$ cat config.mk
export PLATFORM = sky130hd
export DESIGN_NAME = dmem_lsu
export DESIGN_NICKNAME = d
export VERILOG_FILES = /design/src/rtl/dmem_lsu.sv
export SDC_FILE = /design/constraint.sdc
export NUM_CORES = 1
export LEC_CHECK = 0
export BUFFER_PORTS_ARGS = -buffer_cell sky130_fd_sc_hd__buf_2
export CAP_MARGIN = 5
export CORE_ASPECT_RATIO = 0.8
export CORE_MARGIN = 2
export CORE_UTILIZATION = 44
export CTS_BUF_LIST = sky130_fd_sc_hd__clkbuf_8
export DETAILED_ROUTE_END_ITERATION = 7
export PLACE_DENSITY = 0.75
export REMOVE_ABC_BUFFERS = 1
export SKIP_CTS_REPAIR_TIMING = 1
export SYNTH_ARGS = -nofsm -noshare
export SYNTH_HDL_FRONTEND = slang
export SYNTH_SLANG_ARGS = --single-unit
export TNS_END_PERCENT = 1
$ cat constraint.sdc
create_clock -name clk -period 2.3 [get_ports clk]
set_clock_uncertainty 0.2 [all_clocks]
set_input_delay 0.46 -clock clk [delete_from_list [all_inputs] [get_ports clk]]
set_output_delay 0.46 -clock clk [all_outputs]
set_load 0.01 [all_outputs]
$ cat src/rtl/dmem_lsu.sv
// dmem_lsu: load/store initiator between the CPU execute stage and a
// word-addressed data memory. Sub-word stores use read-modify-write; loads
// do lane extraction and sign/zero extension. Misaligned, reserved-size and
// out-of-range accesses complete with err and never touch the memory.
module dmem_lsu #(
  parameter int unsigned DEPTH     = 2048,
  parameter logic [31:0] BASE_ADDR = 32'h0000_0000
) (
  input  logic        clk,
  input  logic        reset,
  input  logic        req,
  input  logic        we,
  input  logic [1:0]  size,
  input  logic        sign_ext,
  input  logic [31:0] addr,
  input  logic [31:0] wdata,
  output logic        busy,
  output logic        done,
  output logic        err,
  output logic [31:0] rdata,
  output logic        CS,
  output logic        DM_W,
  output logic        DM_R,
  output logic [31:0] mem_addr,
  output logic [31:0] mem_wdata,
  input  logic [31:0] mem_rdata
);

  typedef enum logic [2:0] {
    S_IDLE,
    S_LOAD,
    S_STORE,
    S_RMW_RD,
    S_RMW_WR,
    S_FAULT
  } state_t;

  state_t      r_state;
  state_t      w_next;

  logic [1:0]  r_size;
  logic        r_sext;
  logic [1:0]  r_lane;
  logic [15:0] r_wdata_lo;
  logic        r_done;
  logic        r_err;
  logic [31:0] r_rdata;
  logic [31:0] r_mem_addr;
  logic [31:0] r_mem_wdata;

  logic [31:0] w_off;
  logic        w_fault;
  logic        w_accept;
  logic        w_complete;
  logic [7:0]  w_byte;
  logic [15:0] w_half;
  logic [31:0] w_load;
  logic [31:0] w_merge;

  // BASE_ADDR is word aligned, so off[1:0] equals addr[1:0] and is used as the lane.
  assign w_off      = addr - BASE_ADDR;
  assign w_accept   = (r_state == S_IDLE) && req;
  assign w_complete = (r_state == S_LOAD) || (r_state == S_STORE) ||
                      (r_state == S_RMW_WR) || (r_state == S_FAULT);

  // Classify the incoming request: reserved size, misalignment, out of range.
  always_comb begin
    w_fault = 1'b0;
    unique case (size)
      2'b11:   w_fault = 1'b1;
      2'b01:   if (w_off[0]) w_fault = 1'b1;
      2'b10:   if (w_off[1:0] != 2'b00) w_fault = 1'b1;
      default: w_fault = 1'b0;
    endcase
    if (addr < BASE_ADDR) w_fault = 1'b1;
    if ({2'b00, w_off[31:2]} >= 32'(DEPTH)) w_fault = 1'b1;
  end

  // State register.
  always_ff @(posedge clk) begin
    if (!reset) r_state <= S_IDLE;
    else        r_state <= w_next;
  end

  // Next-state decode and Moore strobe decode.
  always_comb begin
    w_next = r_state;
    CS     = 1'b0;
    DM_W   = 1'b0;
    DM_R   = 1'b0;
    unique case (r_state)
      S_IDLE: begin
        if (req) begin
          if (w_fault)           w_next = S_FAULT;
          else if (!we)          w_next = S_LOAD;
          else if (size == 2'b10) w_next = S_STORE;
          else                   w_next = S_RMW_RD;
        end
      end
      S_LOAD: begin
        CS     = 1'b1;
        DM_R   = 1'b1;
        w_next = S_IDLE;
      end
      S_STORE: begin
        CS     = 1'b1;
        DM_W   = 1'b1;
        w_next = S_IDLE;
      end
      S_RMW_RD: begin
        CS     = 1'b1;
        DM_R   = 1'b1;
        w_next = S_RMW_WR;
      end
      S_RMW_WR: begin
        CS     = 1'b1;
        DM_W   = 1'b1;
        w_next = S_IDLE;
      end
      S_FAULT: w_next = S_IDLE;
      default: w_next = S_IDLE;
    endcase
  end

  // Load lane extraction/extension and RMW lane merge from the memory word.
  always_comb begin
    w_byte  = mem_rdata[{r_lane, 3'b000} +: 8];
    w_half  = mem_rdata[{r_lane[1], 4'b0000} +: 16];
    w_load  = mem_rdata;
    w_merge = mem_rdata;
    unique case (r_size)
      2'b00: begin
        w_load = {{24{r_sext & w_byte[7]}}, w_byte};
        w_merge[{r_lane, 3'b000} +: 8] = r_wdata_lo[7:0];
      end
      2'b01: begin
        w_load = {{16{r_sext & w_half[15]}}, w_half};
        w_merge[{r_lane[1], 4'b0000} +: 16] = r_wdata_lo;
      end
      default: begin
        w_load  = mem_rdata;
        w_merge = mem_rdata;
      end
    endcase
  end

  // Request latch, memory-side address/data, load result and completion flags.
  always_ff @(posedge clk) begin
    if (!reset) begin
      r_size      <= '0;
      r_sext      <= 1'b0;
      r_lane      <= '0;
      r_wdata_lo  <= '0;
      r_done      <= 1'b0;
      r_err       <= 1'b0;
      r_rdata     <= '0;
      r_mem_addr  <= '0;
      r_mem_wdata <= '0;
    end else begin
      r_done <= w_complete;
      r_err  <= (r_state == S_FAULT);
      if (w_accept) begin
        r_size      <= size;
        r_sext      <= sign_ext;
        r_lane      <= w_off[1:0];
        r_wdata_lo  <= wdata[15:0];
        r_mem_addr  <= {w_off[31:2], 2'b00};
        r_mem_wdata <= wdata;
      end
      if (r_state == S_LOAD) r_rdata <= w_load;
      // mem_wdata doubles as the merge register for the RMW write cycle.
      if (r_state == S_RMW_RD) r_mem_wdata <= w_merge;
    end
  end

  assign busy      = (r_state != S_IDLE);
  assign done      = r_done;
  assign err       = r_err;
  assign rdata     = r_rdata;
  assign mem_addr  = r_mem_addr;
  assign mem_wdata = r_mem_wdata;

endmodule

==> results of run 1 <==
## state kept, by name, summed over array words and instances (netlist names)
| name | cells |
|---|---|
| mem_wdata | 32 |
| r_wdata_lo | 16 |
| r_state | 3 |
| mem_addr | 30 |
| rdata | 32 |
| done | 1 |
| err | 1 |
| r_size | 2 |
| r_lane | 2 |
| r_sext | 1 |
## worst max-delay path by stage
stage          startpoint            end  slack (ns)  cells past startpoint
2_1_floorplan  r_state[2]  mem_wdata[10]       -1.22                      4
5_1_grt         r_size[0]   mem_wdata[7]        0.02                      4
4_1_cts         r_lane[1]  mem_wdata[20]        0.08                      6
6_report       r_state[0]  mem_wdata[21]        0.13                      5
3_3_place_gp    r_lane[1]  mem_wdata[20]        0.15                      6
3_5_place_dp    r_lane[1]  mem_wdata[20]        0.08                      6
## routing by layer
metal / vias up / global-route usage [%] / routed length (um)
li1: 3015 / - / -
met1: 3012 / 38.0 / 8860
met2: 352 / 43.4 / 8770
met3: 36 / 7.04 / 1790
met4: 0 / 7.91 / 375
met5: - / 0 / 0
## power by group through the flow
stage          Sequential (W)  Combinational, W  Clock [W]
3_5_place_dp          0.00235          0.000986          0
6_report              0.00230           0.00101    0.00180
4_1_cts               0.00230          0.000994    0.00182
5_1_grt               0.00232           0.00110    0.00194
3_3_place_gp          0.00235          0.000975          0
2_1_floorplan         0.00241          0.000453          0
## logic make-up after synthesis
| logic type | after synthesis | synth area share [%] |
|---|---|---|
| AO/OA/AOI/OAI | 266 | 30.0 |
| XOR/XNOR | 1 | 0.150 |
| adder cells (fa/ha/maj) | 5 | 1.07 |
| buffers and inverters | 80 | 6.31 |
| flip-flops | 120 | 41.1 |
| multiplexers | 15 | 2.74 |
| other | 1 | 0.0641 |
| AND/OR/NAND/NOR | 234 | 18.7 |
## cell usage after synthesis (8+ instances only)
| library cell | count |
|---|---|
| nand2_1 | 152 |
| clkbuf_1 | 29 |
| mux2_2 | 8 |
| o21ai_0 | 48 |
| buf_2 | 25 |
| a22o_1 | 10 |
| o22ai_1 | 19 |
| a222oi_1 | 9 |
| nor2b_1 | 15 |
| a22oi_1 | 20 |
| inv_1 | 15 |
| a221oi_1 | 19 |
| nand2b_1 | 10 |
| dfxtp_1 | 120 |
| a21oi_1 | 90 |
| nor2_1 | 16 |
| a21boi_0 | 11 |
| buf_4 | 8 |
## through the flow
step	setup slack [ns]	setup TNS, ns	std cells
CTS	0.0838	0	1103
floorplan	-1.22	-54.66	659
detailed placement	0.0846	0	1073
global route	0.0240	0	1103
finish	0.128	0	1103
global placement	0.147	0	1073
## critical path, cell delays in order, from the launching register on
cell      delay [ns]
dfxtp_1         0.43
or4b_2          0.85
buf_4           0.23
nand2_2         0.06
o221ai_1        0.13
a31oi_1         0.19
## cell type report
class                           count  area [um^2]  area share [%]
Clock buffer                       21          289            3.86
Clock inverter                      9         75.1            1.00
Tap cell                          175          219            2.93
Sequential cell                   120         2400            32.1
Timing Repair Buffer              239         1340            17.9
Inverter                           16         60.1           0.803
Multi-Input combinational cell    523         3100            41.4
==> impl_metrics.yaml, run 1 <==
setup_path:
  reg2reg_from: "r_state[0]"
  arrival_ns: 2.33
  reg2reg_depth: 5
  critPathMaxFanout: 11
  critPathKind: "flip-flop to flip-flop"
  cp-start-kind: "flip-flop"
  r2r_end: "mem_wdata[21]"
  cp.required_ns: 2.46
  r2r_slack_ns: 0.13
  end_kind: "flip-flop"
finish:
  final_area_um2: 7480
  area_growth_pct: 27.9
  final_common_cell: "buf_2"
  diodes: 0
  drive_gt1_share_pct: 31.3
  final.fill_count: 1218
  fin_util_pct: 57.9
  finalNetCount: 1025
  final_cell_mix: "202 x buf_2, 152 x nand2_1, 119 x dfxtp_1"
yosys:
  ys_ff_latch: 120
  syn_area_um2: 5850
  yosys.cell_types.count: 57
  yosysWarnings: 0
  synth_edf_count: 0
  synthFlopType: "dfxtp_1"
  synth_cells: 722
  synthArstFlopShare_pct: 0
  syn_area_per_cell_um2: 8.11
  synth_top_area_cell: "dfxtp_1"
  synth_top_area_share_pct: 41.1
  synth-seq-area-share_pct: 41.1
  synth_area_leaders: "dfxtp_1 41%, nand2_1 9.7%, a21oi_1 7.7%, o21ai_0 4.1%, a221oi_1 2.8%"
power_and_ir_drop:
  clkPwrFrac_pct: 35.2
  pwr-share-seq_pct: 45.1
  switchingPower_w: 0.00153
  p_int_w: 0.00358
  p_leak_nw: 3.34
  power_density_nw_per_um2: 683
  combinationalPowerShare_pct: 19.7
  p_sw_share_pct: 29.9
  irDropWorstVdd_mv: 0.369
  power.total_w: 0.00511
timing:
  slew_viol_final: 0
  relSlewSlack_pct: 52.8
  timing.final.crit_share_pct: 94.4
  setup_viol: 0
  tightest_slew_ns: 0.706
  hold-worst-slack_ns: 0.0211
  post-route-min-period_ns: 2.17
  grt_setup_unrepaired: "no"
  finalHoldViolations: 0
  fmax_mhz: 460
floorplanning:
  start_util_pct: 45.3
  rows: 37
  die_h_um: 107
  die_w_um: 133
  core_um2: 12900
  ios: 205
  die-area_um2: 14200
run_status:
  status: "finished, final reports clean"
detailed_routing:
  postRouteAntennaNets: 0
  via_per_inst: 5.82
  drtIter0Drc: 579
  via_count: 6415
  drc_errors: 0
  routedWlPerCell_um: 18.0
  drtPass1Iterations: 6
  wirelength_mm: 19.8
global_route:
  grt_pass1_wl_mm: 31.3
  grt_max_degree: 82
  antenna_found_initial: 0
  grt_use_total_pct: 27.8
  grt-ovfl-total: 0
  grt_pass1_vias: 6004
clock_network:
  clock_path_buffers: 2
  cts_inserted_buffers: 17
  worstSkewPairLatency_ns: 0.43
  cts.sinks: 120
  cts_root_buf: "clkbuf_8"
  clkTransAtPathRegs_ns: 0.07
  cts-htree-levels: 4
  cts_tree: "built"
min_path:
  hold_class: "primary input to flip-flop"
  min_to: "r_state[0]"
  min-delay-start: "we"
  hold_depth: 2
placement:
  gp_congestion: 0.891
  numPortBuffers: 202
  placed_area_um2: 7110
  hpwl_mm: 14.2
run:
  maxCapViolCount: 0
Note: power is estimated with default switching activity, not from simulation.
==> run 2, diff against run 1 <==
--- a/constraint.sdc
+++ b/constraint.sdc
@@ -4,2 +4,2 @@
 set_output_delay 0.46 -clock clk [all_outputs]
-set_load 0.01 [all_outputs]
+set_load 0.05 [all_outputs]
==> impl_metrics.yaml, run 2 (synthesized netlist as in run 1, its figures left out) <==
power_and_ir_drop:
  p_int_w: 0.00374
  p_leak_nw: 3.34
  clkPwrFrac_pct: 35.8
  combinationalPowerShare_pct: 23.8
  power_density_nw_per_um2: 756
  switchingPower_w: 0.00196
  pwr-share-seq_pct: 40.4
  p_sw_share_pct: 34.4
  irDropWorstVdd_mv: 0.442
clock_network:
  cts_root_buf: "clkbuf_8"
  cts.sinks: 120
  clock_path_buffers: 2
  cts-htree-levels: 4
  cts_tree: "built"
  worstSkewPairLatency_ns: 0.45
  cts_inserted_buffers: 17
  clkTransAtPathRegs_ns: 0.07
setup_path:
  end_kind: "flip-flop"
  cp.required_ns: 2.42
  cp-start-kind: "flip-flop"
  critPathKind: "flip-flop to flip-flop"
  arrival_ns: 2.33
  r2r_slack_ns: 0.09
  reg2reg_depth: 6
  critPathMaxFanout: 8
run:
  maxCapViolCount: 0
finish:
  stdcell_count: 1105
  final_area_um2: 7540
  final_cell_mix: "201 x buf_2, 152 x nand2_1, 117 x dfxtp_1"
  final_common_cell: "buf_2"
  area_growth_pct: 28.9
  fin_util_pct: 58.4
  drive_gt1_share_pct: 31.3
  diodes: 0
  finalNetCount: 1025
floorplanning:
  core_um2: 12900
  start_util_pct: 45.3
  ios: 205
  die_h_um: 107
  die-area_um2: 14200
  die_w_um: 133
  rows: 37
placement:
  hpwl_mm: 14.1
  gp_congestion: 0.888
  placed_area_um2: 7110
  numPortBuffers: 202
  post-place-cells: 1073
timing:
  tns_ns: 0
  hold-worst-slack_ns: 0.0240
  post-route-min-period_ns: 2.21
  tightest_slew_ns: 0.662
  relSlewSlack_pct: 55.8
  slew_viol_final: 0
  grt_setup_unrepaired: "yes"
  setup_viol: 0
  fmax_mhz: 452
  timing.final.crit_share_pct: 96.3
  finalHoldViolations: 0
global_route:
  grt-ovfl-total: 0
  antenna_found_initial: 0
  grt_pass1_vias: 5878
  grt_max_degree: 82
  grt_use_total_pct: 27.5
  grt_pass1_wl_mm: 31.1
detailed_routing:
  via_count: 6370
  drc_errors: 0
  via_per_inst: 5.76
  drtPass1Iterations: 5
  drtIter0Drc: 629
  routedWlPerCell_um: 17.9
  wirelength_mm: 19.7
  postRouteAntennaNets: 0
min_path:
  hold_depth: 2
  hold_class: "primary input to flip-flop"
run_status:
  status: "finished, final reports clean"
## run 2: cell types whose count changed in the layout (fill, tap and decap cells not counted), sizes merged
| cell | change |
|---|---|
| buf | -1 |
| clkinvlp | +3 |
| clkbuf | -2 |
| bufinv | +2 |
## run 2: path summary, 6_finish.rpt
kind                                    from             to
worst max-delay path               r_lane[1]  mem_wdata[20]
worst min-delay path                      we     r_state[0]
worst max register to register     r_lane[1]  mem_wdata[20]
worst min register to register  mem_addr[17]   mem_addr[17]
## run 2: per-stage QoR
| stage | total power, W | setup WS [ns] |
|---|---|---|
| after global routing | 0.00592 | -0.0477 |
| after floorplan | 0.00321 | -1.22 |
| after detailed placement | 0.00368 | 0.0852 |
| after CTS | 0.00570 | 0.00206 |
| after global placement | 0.00367 | 0.148 |
| final | 0.00570 | 0.0859 |
## run 2: layer usage
| metal | GRT usage (%) | vias to the layer above | routed length, um |
|---|---|---|---|
| met5 | 0 | - | 0 |
| met4 | 8.14 | 0 | 365 |
| met3 | 6.15 | 40 | 2010 |
| met2 | 43.0 | 327 | 8730 |
| met1 | 37.9 | 2983 | 8620 |
| li1 | - | 3020 | - |
## run 2: critical path: stages (launching register included)
cell and delay [ns]:
dfxtp_1 0.33, inv_1 0.19, ha_1 0.35, and4bb_2 0.33, and2_1 0.21, a221oi_1 0.35
o22ai_1 0.14
## run 2: area by class of cell
cell class                      count  area [um^2]
Timing Repair Buffer              239         1340
Clock inverter                     14          176
Sequential cell                   120         2410
Multi-Input combinational cell    523         3090
Inverter                           16         60.1
Clock buffer                       18          248
Tap cell                          175          219
Fill cell                        1222         5370
## run 2: power by group through the flow
stage	Combinational, W	Clock (W)	Sequential, W
floorplan	0.000476	0	0.00273
global placement	0.00132	0	0.00235
detailed placement	0.00134	0	0.00235
CTS	0.00134	0.00206	0.00230
global route	0.00145	0.00215	0.00232
finish	0.00136	0.00204	0.00230
